**src/rtl/serial_frame_pkg.sv**
```systemverilog
// serial_frame_pkg
//   Shared definitions for the serial frame transmitter.
//   - state_t   : 3-bit FSM state encoding (IDLE, PRE, DELIM, DATA, PAR, GAP)
//   - cnt_width : width of the shared down-counter, sized so the largest
//                 segment length (preamble, payload or gap) fits as a load value.
package serial_frame_pkg;

  typedef enum logic [2:0] {
    ST_IDLE  = 3'd0,
    ST_PRE   = 3'd1,
    ST_DELIM = 3'd2,
    ST_DATA  = 3'd3,
    ST_PAR   = 3'd4,
    ST_GAP   = 3'd5
  } state_t;

  function automatic int cnt_width(input int pre_len, input int data_w, input int gap_len);
    int m;
    m = pre_len;
    if (data_w > m) m = data_w;
    if (gap_len > m) m = gap_len;
    return $clog2(m + 1);
  endfunction

endpackage

```
**src/rtl/serial_frame_tx.sv**
```systemverilog
// serial_frame_tx
//   Serializes a parallel word into a framed bit stream for the downstream
//   consecutive-ones detector:
//     preamble (PREAMBLE_LEN ones) | delimiter (one zero) | data, MSB first |
//     [parity] | gap (GAP_LEN zeros)
//
//   Build option:
//     PARITY_EN - when defined, one even-parity bit (XOR of the latched word)
//                 is inserted between the data and the gap.
//
//   Ports:
//     clk       in   single clock, rising edge
//     rst_n     in   asynchronous active-low reset; aborts any frame in flight
//     tx_data   in   word to send, sampled on the handshake
//     tx_valid  in   upstream has a word
//     tx_ready  out  block can accept a word (IDLE only, decoded from state)
//     tx_bit    out  serial output bit, registered
//     tx_active out  high for every cycle of a frame on tx_bit
//     tx_done   out  one-cycle pulse on the final gap bit
//
//   state | meaning
//   ------+---------------------------------------------------------------
//   IDLE  | tx_bit=0, waiting for a word; tx_ready=1
//   PRE   | sending PREAMBLE_LEN ones
//   DELIM | sending the single zero delimiter
//   DATA  | sending DATA_W payload bits, MSB first
//   PAR   | sending the even-parity bit (PARITY_EN builds only)
//   GAP   | sending GAP_LEN zeros; tx_done on the last one
module serial_frame_tx
  import serial_frame_pkg::*;
#(
  parameter int DATA_W       = 8,
  parameter int PREAMBLE_LEN = 2,
  parameter int GAP_LEN      = 1
) (
  input  logic              clk,
  input  logic              rst_n,
  input  logic [DATA_W-1:0] tx_data,
  input  logic              tx_valid,
  output logic              tx_ready,
  output logic              tx_bit,
  output logic              tx_active,
  output logic              tx_done
);

  localparam int CW = cnt_width(PREAMBLE_LEN, DATA_W, GAP_LEN);

  localparam logic [CW-1:0] CNT_ONE = CW'(1);
  localparam logic [CW-1:0] CNT_TWO = CW'(2);
  localparam logic [CW-1:0] PRE_LD  = CW'(PREAMBLE_LEN);
  localparam logic [CW-1:0] DATA_LD = CW'(DATA_W);
  localparam logic [CW-1:0] GAP_LD  = CW'(GAP_LEN);
  localparam logic          GAP_ONE = (GAP_LEN == 1);

  state_t            state;
  logic [DATA_W-1:0] shreg;
  logic [CW-1:0]     cnt;
`ifdef PARITY_EN
  logic              par;
`endif

  assign tx_ready = (state == ST_IDLE);

  // Every state is entered with the counter loaded to its segment length and
  // left when the counter reads 1. Outputs are registered alongside the state
  // so tx_bit always shows the bit belonging to the current state.
  always_ff @(posedge clk or negedge rst_n) begin
    if (!rst_n) begin
      state     <= ST_IDLE;
      shreg     <= '0;
      cnt       <= '0;
      tx_bit    <= 1'b0;
      tx_active <= 1'b0;
      tx_done   <= 1'b0;
`ifdef PARITY_EN
      par       <= 1'b0;
`endif
    end else begin
      case (state)
        ST_IDLE: begin
          tx_bit    <= 1'b0;
          tx_active <= 1'b0;
          tx_done   <= 1'b0;
          if (tx_valid) begin
            state     <= ST_PRE;
            shreg     <= tx_data;
            cnt       <= PRE_LD;
            tx_bit    <= 1'b1;
            tx_active <= 1'b1;
`ifdef PARITY_EN
            par       <= ^tx_data;
`endif
          end
        end

        ST_PRE: begin
          if (cnt == CNT_ONE) begin
            state  <= ST_DELIM;
            cnt    <= CNT_ONE;
            tx_bit <= 1'b0;
          end else begin
            cnt    <= cnt - CNT_ONE;
            tx_bit <= 1'b1;
          end
        end

        // The delimiter is always one cycle long, so it always exits here.
        ST_DELIM: begin
          state  <= ST_DATA;
          cnt    <= DATA_LD;
          tx_bit <= shreg[DATA_W-1];
          shreg  <= shreg << 1;
        end

        ST_DATA: begin
          if (cnt == CNT_ONE) begin
`ifdef PARITY_EN
            state   <= ST_PAR;
            cnt     <= CNT_ONE;
            tx_bit  <= par;
`else
            state   <= ST_GAP;
            cnt     <= GAP_LD;
            tx_bit  <= 1'b0;
            tx_done <= GAP_ONE;
`endif
          end else begin
            cnt    <= cnt - CNT_ONE;
            tx_bit <= shreg[DATA_W-1];
            shreg  <= shreg << 1;
          end
        end

`ifdef PARITY_EN
        ST_PAR: begin
          state   <= ST_GAP;
          cnt     <= GAP_LD;
          tx_bit  <= 1'b0;
          tx_done <= GAP_ONE;
        end
`endif

        // tx_done must line up with the last gap bit, so it is raised on the
        // edge that brings the counter down to 1.
        ST_GAP: begin
          if (cnt == CNT_ONE) begin
            state     <= ST_IDLE;
            cnt       <= '0;
            tx_bit    <= 1'b0;
            tx_active <= 1'b0;
            tx_done   <= 1'b0;
          end else begin
            cnt     <= cnt - CNT_ONE;
            tx_bit  <= 1'b0;
            tx_done <= (cnt == CNT_TWO);
          end
        end

        default: begin
          state     <= ST_IDLE;
          cnt       <= '0;
          tx_bit    <= 1'b0;
          tx_active <= 1'b0;
          tx_done   <= 1'b0;
        end
      endcase
    end
  end

endmodule

```
**config.mk**
```make
export PLATFORM = sky130hd
export DESIGN_NAME = serial_frame_tx
export DESIGN_NICKNAME = d
export VERILOG_FILES = /design/src/rtl/serial_frame_pkg.sv /design/src/rtl/serial_frame_tx.sv
export SDC_FILE = /design/constraint.sdc
export NUM_CORES = 1
export LEC_CHECK = 0
export BUFFER_PORTS_ARGS = -buffer_cell sky130_fd_sc_hd__clkbuf_2
export CAP_MARGIN = 5
export CORE_ASPECT_RATIO = 0.6
export CORE_MARGIN = 3
export CORE_UTILIZATION = 28
export CTS_CLUSTER_SIZE = 30
export DETAILED_ROUTE_END_ITERATION = 8
export HOLD_SLACK_MARGIN = 0.12
export PLACE_DENSITY = 0.52
export SYNTH_ARGS = -nofsm -noshare
export SYNTH_HDL_FRONTEND = slang
export SYNTH_SLANG_ARGS = --single-unit
```
**constraint.sdc**
```tcl
create_clock -name clk -period 2.4 [get_ports clk]
set_input_delay 0.24 -clock clk [delete_from_list [all_inputs] [get_ports clk]]
set_output_delay 0.24 -clock clk [all_outputs]
set_load 0.02 [all_outputs]
```
## Word level (Yosys, flattened, before mapping)

Cells that the tools add are included.

- Flip-flop bits (word level): 18
- Input bits: 11

- Add/sub/neg operators: 1
- Equal/unequal tests: 11
- Mux-type cells: 21
- Bitwise gates (word level): 2
- Reduce and logical (&&, ||, !) cells: 9

Operators by type and width:

| operator | number |
|---|---|
| 8-bit case mux with 3 select lines | 1 |
| 8-bit two-way mux | 2 |
| 4-bit case mux with 4 select lines | 1 |
| 3-bit case mux with 5 select lines | 1 |
| 3-bit two-way mux | 4 |
| 4-bit two-way mux | 3 |
| 2-bit != test (second input constant) | 5 |
| 3-bit by 2-bit equality test with 1-bit output (second input constant) | 2 |
| 1-bit two-way mux | 6 |
| 1-bit case mux with 3 select lines | 2 |
| 4-bit by 1-bit equality test with 1-bit output (second input constant) | 1 |
| 4-bit by 2-bit equality test with 1-bit output (second input constant) | 1 |
| 1-bit case mux with 4 select lines | 1 |
| 2-bit AND reduction | 2 |
| 4-bit AND reduction | 1 |
| 2-bit OR reduction | 2 |
| 4-bit by 1-bit subtractor with 4-bit output (second input constant) | 1 |
| 3-bit by 1-bit equality test with 1-bit output (second input constant) | 1 |
| 3-bit equality test (second input constant) | 1 |
| 3-bit logical NOT | 1 |
| 3-bit AND reduction | 1 |
| 3-bit nonzero test | 1 |
| 3-bit OR reduction | 1 |
| 1-bit inverter | 2 |

## Longest topological paths before layout

Gate-level depths: netlist of run 1.

- Depth after elaboration: 4
- Gate-level depth with buffers: 6
- Depth with buffers taken out: 5

## Worst setup path after synthesis of run 1

No wires, ideal clock.

- Path type: reg-to-reg
- From: register cnt[1]
- To: register shreg[1]
- Library setup time: 0.125 ns
- Data arrival time: 1.583 ns
- Setup slack: 0.692 ns
- Stages on the path, launching flop included: 6
- Buffers on the path: 0
- Clock period less this slack: 1.708 ns
- Cells stage by stage: dfrtp_1 inv_1 ha_1 nor3b_1 a221oi_4 mux2_2

- Cells in the longest elaborated chain, start to end: 3

Ends and longest elaborated chain:

| item | RTL line | RTL |
|---|---|---|
| from (decl) | serial_frame_tx.sv:57 | `logic [CW-1:0] cnt;` |
| from (signal assigned) | serial_frame_tx.sv:102 | `cnt <= cnt - CNT_ONE;` |
| from (signal assigned) | serial_frame_tx.sv:128 | `cnt <= cnt - CNT_ONE;` |
| from (signal assigned) | serial_frame_tx.sv:153 | `cnt <= cnt - CNT_ONE;` |
| 4-bit by 1-bit equality test with 1-bit output | serial_frame_tx.sv:116 | `if (cnt == CNT_ONE) begin` |
| 2-bit != test (no line) | n/a |  |
| 3-bit AND reduction (no line) | n/a |  |
| to (signal assigned) | serial_frame_tx.sv:86 | `shreg <= tx_data;` |
| to (signal assigned) | serial_frame_tx.sv:112 | `shreg <= shreg << 1;` |
| to (signal assigned) | serial_frame_tx.sv:130 | `shreg <= shreg << 1;` |
| to (decl) | serial_frame_tx.sv:56 | `logic [DATA_W-1:0] shreg;` |

No other way between the ends.
A chain may end at the register's enable or synchronous reset.

## Worst setup path after layout of run 1

- From: register cnt[1]
- To: register shreg[3]

The elaborated chain is that of the path after synthesis.

==> reports/metrics.csv, run 1 <==
metric,value,unit
sequential share of power,37.0,%
"Clk Latency, worst-skew pair",0.26,ns
final setup fails,0,
final net count,123,
top_reg_cell synth,dfrtp_1,
clk slew on worst S/H paths,0.07,ns
htree depth,1,
Starting Density,30.0,%
overall power,1600,µW
YS warnings,0,
"Hold Vio Cnt, Final",0,
core area,3340,µm²
largest family of logic cells by synthesized area,multiplexers,
DR iter-0 viols,54,
area of the multi-input gates,510,µm²
max incr delay on CP,0.58,ns
syn_area_per_cell,10.9,µm²
Yosys reg bits,18,
"area leader, netlist",dfrtp_1,
Resize count post-CTS,0,
Wirelength per Cell,13.0,µm
Worst setup SP type,register,
worst hold path type,primary input to register,
final period utilization,80.9,%
Final Cell Area,1180,µm²
DR pass1 iterations,4,
initial antenna violation count,0,
mux contribution to synthesized area,17.5,%
"Cell Area, Placed",1120,µm²
Cells after Synth,92,
WP buf/inv,1,
Post-Synth Simple-Gate Area,15.2,%
clk_skew,0.00756,ns
Compound-Gate Fraction of Synth Area,13.6,%
Netlist cell types,31,
min Tclk post-route,1.94,ns
CTS sink count,18,
Arrival @ worst endpoint,2.08,ns
Inst Count DP,148,
largest net degree at the start of global routing,19,
Leakage,0.000526,µW
# IOs,15,
Antenna Nets Post-Route,0,
Max Cap Viol,0,
setup tns final,0,ns
critical path type,register to register,
vias per std cell,4.72,
"EDFF count, synth",0,
CP cell instances,"inv_1, ha_1, nor3b_1, a221oi_4, mux2_2",
Clock Path Buffers,2,
WP data required,2.54,ns
Internal Power,979,µW
Synth Area in XOR/XNOR,0.874,%
top area cells in the synthesized netlist,"dfrtp_1, mux2_2, mux2i_1",
Peak VDD IR,0.336,mV
Clock power frac,13.2,%
first-pass GRT wire length,3500,µm
Crit. End Element,register,
share of post-route cells with drive strength above 1,31.8,%
Diodes inserted,0,
status,finished clean,
post-route insts no fill,152,
"Net Count, Synth",106,
Comb power frac,49.8,%
# DRC,0,
Switch Pwr,626,µW
CTS Root Cell,clkbuf_8,
Worst slew margin,55.5,%
die width,83.2,µm
# rows,16,
"delay-heaviest family, CP",simple AND/OR/NAND/NOR gates,
mapped cell area,1000,µm²
GRT Total Usage,10.5,%
dpl hpwl,1410,µm
ys async rst share,100,%
unrepaired setup endpoints after global routing,false,
Chip Height,52.3,µm
Power Density,1360,nW/µm²
CP max-delay cell,nor3b_1,
vias in the first global route,743,
Slew Limit Fails,0,
Layout area overhead,17.4,%
"count leader, synth",dfrtp_1,
placer's final routability congestion estimate,0.764,
share of the synthesized area in the top cell type,44.9,%
post-synthesis adder-cell area fraction,3.75,%
Net Sw Frac,39.0,%
Setup Buffers After CTS,0,
total wire length,1970,µm
fillers,329,
routed vias,717,
CTS buffer count,3,
Port Buffer Count,14,
fmax,515,MHz
"Seq/Total Area, Yosys",44.9,%
Die Footprint,4360,µm²
CP Max Fanout,8,
total congestion overflow,0,
Seq. cell area,450,µm²
"top cells by count, synth","dfrtp_1, mux2_2, inv_1, nor2_1",
CTS tree,yes,
Least-Margin Pin Slew,0.666,ns
[area by class of cell]
type	instances	share of cell area, %
flip-flops and latches	18	38.3
well taps	45	4.79
clock buffers	3	3.51
repair buffers	17	8.09
multi-input cells	63	43.4
inverters	6	1.91
[logic make-up (layout without fill, tap and decap cells)]
kind of cell / after synthesis / after routing
AND/OR/NAND/NOR: 26 / 26
flip-flops: 18 / 18
AO/OA/AOI/OAI: 17 / 17
multiplexers: 16 / 16
buffers and inverters: 11 / 26
adder cells (fa/ha/maj): 3 / 3
XOR/XNOR: 1 / 1
[worst register-to-register path, cell delays in order (launching register included)]
cell,delay [ns]
dfrtp_1,0.42
inv_1,0.09
ha_1,0.19
nor3b_1,0.58
a221oi_4,0.22
mux2_2,0.32
[flip-flops by register name, indices dropped and copies added (netlist names)]
register	count
shreg	8
tx_active	1
state	3
cnt	4
tx_done	1
tx_bit	1
[power by group through the flow]
stage / combinational [µW] / sequential, µW / clock (µW)
after global placement: 794 / 594 / 0
after floorplan: 643 / 570 / 0
after global routing: 901 / 619 / 242
after detailed placement: 803 / 596 / 0
after CTS: 808 / 591 / 221
final: 799 / 594 / 212
[through the flow]
stage	utilization [%]	worst slack (ns)	hold WS, ns
2_1_floorplan	-	0.692	-0.0556
3_3_place_gp	33.6	0.466	0.211
3_5_place_dp	33.6	0.484	0.221
4_1_cts	35.2	0.469	0.200
5_1_grt	35.2	0.353	0.211
6_report	35.2	0.458	0.201
[placed cells by master (no fill, tap or decap)]
cell           synthesis  final
o32ai_1                1      1
and3b_1                1      1
xnor2_1                1      1
clkbuf_2               0     14
a221oi_4               1      1
o22ai_1                2      2
nand2_1                2      2
nor4b_1                1      1
a32oi_1                1      1
mux2i_1                4      4
a22o_1                 1      1
a31oi_1                3      3
buf_4                  0      2
and3_1                 1      1
a21oi_1                1      1
nor3b_1                1      1
mux2_2                12     12
nand2b_1               5      5
or3b_2                 2      2
nor2_1                 6      6
a2111oi_0              1      1
nand3_1                2      2
dlygate4sd3_1          0      1
inv_1                  6      6
o21a_1                 1      1
nor4bb_1               1      1
ha_1                   3      3
nand3b_1               1      1
o21ai_0                3      3
a21boi_0               1      1
clkbuf_8               0      3
nor3_1                 3      3
o31a_1                 1      1
dfrtp_1               18     18
[layer usage]
layer / global-route usage [%] / routed length (µm) / up-vias
met4: 4.89 / 31 / 0
met2: 17.4 / 910 / 13
met1: 12.7 / 947 / 341
li1: - / - / 361
met5: 0 / 0 / -
met3: 2.98 / 83 / 2
[path summary, 6_finish.rpt]
check                            from  slack (ns)   endpoint  cells past startpoint
max in group asynchronous       rst_n        1.61   shreg[6]                      2
min in group asynchronous       rst_n        0.46     cnt[2]                      2
min reg2reg                 tx_active        0.50  tx_active                      1
max                            cnt[1]        0.46   shreg[3]                      5
min                        tx_data[0]        0.20   shreg[0]                      3
max reg2reg                    cnt[1]        0.46   shreg[3]                      5
[what timing repair did]
action | 4_1_cts | 5_1_grt
setup endpoints to repair | 0 | 0
hold endpoints to repair | 18 | 0
hold buffers | 1 | 0
Power figures use the tool's default switching activity.
==> inputs of run 2 (changes only) <==
--- a/config.mk
+++ b/config.mk
@@ -5,6 +5,7 @@
 export SDC_FILE = /design/constraint.sdc
 export NUM_CORES = 1
 export LEC_CHECK = 0
+export ABC_AREA = 1
 export BUFFER_PORTS_ARGS = -buffer_cell sky130_fd_sc_hd__clkbuf_2
 export CAP_MARGIN = 5
 export CORE_ASPECT_RATIO = 0.6
==> constraint.sdc (replaced) <==
create_clock -name clk -period 1.83 [get_ports clk]
set_input_delay 0.183 -clock clk [delete_from_list [all_inputs] [get_ports clk]]
set_output_delay 0.183 -clock clk [all_outputs]
set_load 0.02 [all_outputs]
==> reports/metrics.csv, run 2 <==
metric,value,unit,change
Arrival @ worst endpoint,1.73,ns,-0.35 ns
Least-Margin Pin Slew,0.457,ns,-0.210 ns
vias in the first global route,841,,+13%
Setup Buffers After CTS,0,,unchanged
CTS Root Cell,clkbuf_8,,
# DRC,0,,unchanged
top_reg_cell synth,dfrtp_1,,
"Net Count, Synth",163,,+54%
Antenna Nets Post-Route,0,,unchanged
"count leader, synth",nand2_1,,
total wire length,2390,µm,+21%
top area cells in the synthesized netlist,"dfrtp_1, nand2_1, nand3_1",,
initial antenna violation count,0,,unchanged
Yosys reg bits,18,,unchanged
Post-Synth Simple-Gate Area,42.9,%,+28 points
unrepaired setup endpoints after global routing,false,,
largest family of logic cells by synthesized area,simple AND/OR/NAND/NOR gates,,
Slew Limit Fails,0,,unchanged
CTS buffer count,3,,unchanged
# IOs,15,,unchanged
Netlist cell types,18,,-42%
first-pass GRT wire length,4010,µm,+15%
Clock Path Buffers,2,,unchanged
r2r worst-path depth,7,,+2
Port Buffer Count,14,,unchanged
"commonest non-fill, non-tap cell in the layout",nand2_1,,
"Hold Vio Cnt, Final",0,,unchanged
R2R setup slack,0.30,ns,-0.16 ns
area of the multi-input gates,552,µm²,+8.1%
share of post-route cells with drive strength above 1,17.0,%,-15 points
dpl hpwl,1870,µm,+33%
WP data required,2.03,ns,-0.51 ns
final setup fails,0,,unchanged
Reg with most FFs,shreg,,
htree depth,1,,unchanged
Worst Hold End,tx_active,,
RR Endpoint,shreg[4],,
final period utilization,83.7,%,+2.8 points
YS warnings,0,,unchanged
ys async rst share,100,%,unchanged
core area,3480,µm²,+4.2%
hold_sp,tx_valid,,
Max Cap Viol,0,,unchanged
Seq. cell area,450,µm²,unchanged
final worst slack,0.299,ns,-0.160 ns
routed vias,934,,+30%
Diodes inserted,0,,unchanged
Cells after Synth,149,,+62%
worst hold path type,primary input to register,,
clk_skew,0.00286,ns,-0.00470 ns
Compound-Gate Fraction of Synth Area,4.37,%,-9.2 points
Layout area overhead,14.6,%,
share of the synthesized area in the top cell type,41.4,%,-3.6 points
CTS sink count,18,,unchanged
Largest regs,"shreg (8), cnt (4), state (3)",,
fmax,653,MHz,+27%
"top cells by count, synth","nand2_1, dfrtp_1, inv_1, nand3_1, nor2_1",,
CTS tree,yes,,
Crit. End Element,register,,
fillers,390,,+19%
die width,86.5,µm,+3.9%
critical path type,register to register,,
Starting Density,31.2,%,+1.3 points
syn_area_per_cell,7.31,µm²,-33%
"EDFF count, synth",0,,unchanged
Peak VDD IR,0.518,mV,+54%
Worst slew margin,69.5,%,+14 points
Worst setup SP type,register,,
Chip Height,54.3,µm,+3.7%
Synth Area in XOR/XNOR,0,%,-0.87 points
Power Density,1780,nW/µm²,+31%
most frequent cells in the layout,"nand2_1, dfrtp_1, inv_1, clkbuf_2, nand3_1",,
clk slew on worst S/H paths,0.07,ns,about the same
GRT Total Usage,11.4,%,+0.99 points
Die Footprint,4700,µm²,+7.8%
DR iter-0 viols,60,,+11%
worst r2r src,state[0],,
Setup WS pre-CTS,0.341,ns,-0.143 ns
number of flip-flops in the largest register,8,,unchanged
mapped cell area,1090,µm²,+8.6%
"Clk Latency, worst-skew pair",0.25,ns,about the same
# rows,16,,unchanged
status,finished clean,,
post-route insts no fill,210,,+38%
placer's final routability congestion estimate,0.826,,+8.1%
vias per std cell,4.45,,-5.7%
post-synthesis adder-cell area fraction,3.45,%,-0.30 points
largest net degree at the start of global routing,19,,unchanged
setup tns final,0,ns,unchanged
min Tclk post-route,1.53,ns,-0.410 ns
Inst Count DP,206,,+39%
DR pass1 iterations,4,,unchanged
CP Max Fanout,12,,+4
total congestion overflow,0,,unchanged
worst hold path cell count,3,,unchanged
mux contribution to synthesized area,0,%,-17 points
"area leader, netlist",dfrtp_1,,
Wirelength per Cell,11.4,µm,-12%
Leakage,0.000728,µW,+39%
"Seq/Total Area, Yosys",41.4,%,-3.6 points
final net count,181,,+47%
run 2: cell count changes in the layout (fill, tap and decap cells not counted), moves of 4 or more:
cell,change
mux2i_1,-4
nand2_1,+66
nand3_1,+11
nand2b_1,-5
inv_1,+10
mux2_2,-12
run 2: routing by layer:
layer,GRT usage [%],wire (µm),part of all wire (%),vias up
met5,0,0,0,-
met4,5.44,43,1.8,0
met3,3.46,109,4.6,5
met2,15.2,950,40,18
met1,16.6,1290,54,412
li1,-,-,-,499
run 2: stage by stage:
stage	total power (µW)	instance area [µm²]	utilization (%)	hold slack, ns
6_report	2220	1250	35.8	0.171
5_1_grt	2460	1250	35.8	0.211
4_1_cts	2230	1250	35.8	0.169
3_5_place_dp	1950	1200	34.3	0.162
3_3_place_gp	1950	1200	34.3	0.165
2_1_floorplan	1670	1090	-	-0.113
run 2: how the worst max path moves through the flow:
| stage | startpoint | to | slack (ns) |
|---|---|---|---|
| finish | state[0] | shreg[4] | 0.30 |
| global route | state[0] | shreg[4] | 0.17 |
| global placement | state[0] | shreg[4] | 0.32 |
| detailed placement | state[0] | shreg[4] | 0.34 |
| CTS | state[0] | shreg[4] | 0.33 |
| floorplan | cnt[1] | shreg[0] | 0.59 |
run 2: area by class of cell:
cell class | count | share of cell area (%)
Sequential cell | 18 | 36.1
Tap cell | 45 | 4.51
Multi-Input combinational cell | 111 | 44.2
Timing Repair Buffer | 15 | 6.42
Clock buffer | 3 | 3.31
Inverter | 18 | 5.42
run 2: kinds of logic after synthesis:
logic type | after synthesis
AOI/OAI and AO/OA | 9
adders and majority gates | 3
buffers and inverters | 20
DFF | 18
and+or+nand+nor | 99
run 2: repair_timing:
action | 4_1_cts | 5_1_grt
hold buffers | 1 | 0
endpoints found under the hold margin | 18 | 0
gates resized for setup | 0 | 0
run 2: worst max-delay path, stage by stage (launching register included):
cell and delay, ns:
dfrtp_1 0.49, nor2_4 0.17, nand2_1 0.28, nand2_2 0.25, nand2_1 0.10, nand2_1 0.07, nand2_1 0.05, nand2_1 0.06
run 2: where the power goes:
part	switching, µW	internal, µW
sequential	142	593
clock	127	146
combinational	803	410
==> inputs of run 3 (changes only) <==
==> constraint.sdc (replaced) <==
create_clock -name clk -period 1.6 [get_ports clk]
set_input_delay 0.16 -clock clk [delete_from_list [all_inputs] [get_ports clk]]
set_output_delay 0.16 -clock clk [all_outputs]
set_load 0.02 [all_outputs]
==> reports/metrics.csv, run 3 (synthesized netlist as in run 2, its figures left out) <==
metric,value,unit,change
Starting Density,31.2,%,unchanged
"Clk Latency, worst-skew pair",0.26,ns,about the same
final core area utilization,36.3,%,+0.47 points
CTS buffer count,3,,unchanged
Clock power frac,14.3,%,+2.0 points
# IOs,15,,unchanged
Net Sw Frac,47.4,%,-0.90 points
Worst slew margin,69.5,%,about the same
total wire length,2330,µm,-2.5%
CTS Root Cell,clkbuf_8,,
final net count,181,,unchanged
Setup Buffers After CTS,0,,unchanged
Port Buffer Count,14,,unchanged
largest net degree at the start of global routing,19,,unchanged
Critical Path Most Common Cell,inv_1,,
status,finished clean,,
Power Density,2060,nW/µm²,+15%
CTS tree,yes,,
Layout area overhead,16.1,%,
CP cell instances,"inv_1, nand2_1, inv_1, clkbuf_2",,
vias per std cell,4.45,,about the same
sequential share of power,32.5,%,-0.6 points
critical path type,register to primary output,,
number of flip-flops in the largest register,8,,unchanged
final worst slack,0.148,ns,-0.150 ns
setup tns final,0,ns,unchanged
initial antenna violation count,0,,unchanged
final period utilization,90.7,%,
"delay-heaviest family, CP",buffers and inverters,,
die width,86.5,µm,unchanged
htree depth,1,,unchanged
post-route insts no fill,211,,+0.48%
Diodes inserted,0,,unchanged
Least-Margin Pin Slew,0.458,ns,+0.000890 ns
CTS sink count,18,,unchanged
WP data required,1.44,ns,-0.59 ns
WP buf/inv,3,,+3
placer's final routability congestion estimate,0.826,,about the same
dpl hpwl,1850,µm,-1.0%
routed vias,938,,+0.43%
Wirelength per Cell,11.1,µm,-2.9%
Worst setup SP type,register,,
Chip Height,54.3,µm,unchanged
fillers,368,,-5.6%
hold_sp,tx_valid,,
clk_skew,0.00934,ns,+0.00648 ns
final setup fails,0,,unchanged
Leakage,0.000736,µW,+1.1%
DR pass1 iterations,4,,unchanged
Reg with most FFs,shreg,,
Largest regs,"shreg (8), cnt (4), state (3)",,
Crit. End Element,primary output,,
Setup WS pre-CTS,0.113,ns,-0.228 ns
# rows,16,,unchanged
first-pass GRT wire length,3990,µm,-0.50%
core area,3480,µm²,unchanged
Slew Limit Fails,0,,unchanged
share of post-route cells with drive strength above 1,18.1,%,+1.1 points
Max Cap Viol,0,,unchanged
GRT Total Usage,11.2,%,-0.26 points
unrepaired setup endpoints after global routing,false,,
CP max-delay cell,dfrtp_1,,
Comb power frac,53.2,%,-1.4 points
total congestion overflow,0,,unchanged
fmax,689,MHz,
most frequent cells in the layout,"nand2_1, dfrtp_1, inv_1, clkbuf_2, nand3_1",,
Antenna Nets Post-Route,0,,unchanged
Die Footprint,4700,µm²,unchanged
max incr delay on CP,0.44,ns,-0.05 ns
worst r2r src,cnt[1],,
"Hold Vio Cnt, Final",0,,unchanged
# DRC,0,,unchanged
Clock Path Buffers,2,,unchanged
worst hold path type,primary input to register,,
clk slew on worst S/H paths,0.07,ns,about the same
Inst Count DP,206,,unchanged
crit path from,state[1],,
min Tclk post-route,1.45,ns,
vias in the first global route,848,,+0.83%
Peak VDD IR,0.574,mV,+11%
"commonest non-fill, non-tap cell in the layout",nand2_1,,
Arrival @ worst endpoint,1.29,ns,-0.44 ns
CP Max Fanout,7,,-5
DR iter-0 viols,53,,-12%
Internal Power,1370,µW,+19%
Switch Pwr,1230,µW,+15%
-- run 3: final cells by class --
type	count	area [µm²]	area share, %
sequential	18	450	35.6
clock buffer	4	55.1	4.36
multi-input combinational	111	554	43.9
inverter	18	67.6	5.35
timing repair buffer	15	80.1	6.34
tap	45	56.3	4.46
-- run 3: stage by stage --
step           hold slack [ns]  instance area (µm²)  power, µW
2_1_floorplan           -0.136                 1090       1910
3_3_place_gp             0.142                 1200       2230
3_5_place_dp             0.135                 1200       2230
4_1_cts                  0.145                 1260       2610
5_1_grt                  0.161                 1260       2880
6_report                 0.148                 1260       2600
-- run 3: what timing repair did --
| action | 4_1_cts | 5_1_grt |
|---|---|---|
| hold buffers | 1 | 0 |
| setup endpoints to repair | 0 | 7 |
| endpoints found under the hold margin | 18 | 0 |
| gates resized for setup | 0 | 1 |
-- run 3: power groups by stage --
stage	Sequential, µW	Combinational [µW]	Clock [µW]
detailed placement	842	1390	0
global placement	840	1390	0
finish	843	1380	372
floorplan	839	1070	0
global route	868	1600	409
CTS	841	1390	382
-- run 3: worst reg2reg max path, delay by kind of cell, from the launching register on --
kind	cells	cell delay, ns
fa+ha+maj	1	0.20
buf+inv	1	0.09
flops	1	0.41
simple gates	5	0.61
-- run 3: final timing paths --
path,to,slack [ns],cells after the start
hold / removal,tx_active,0.15,3
max in group asynchronous,shreg[1],0.90,2
hold reg to reg,tx_active,0.48,2
setup reg to reg,shreg[7],0.21,7
setup / recovery,tx_ready,0.15,4
min in group asynchronous,cnt[0],0.38,2
-- run 3: metal layers --
metal,up-vias,track usage (%),share of wire [%]
met5,-,0,0
met1,411,17.2,56
li1,497,-,-
met3,2,3.31,5.5
met4,0,3.11,0.56
met2,28,14.6,38
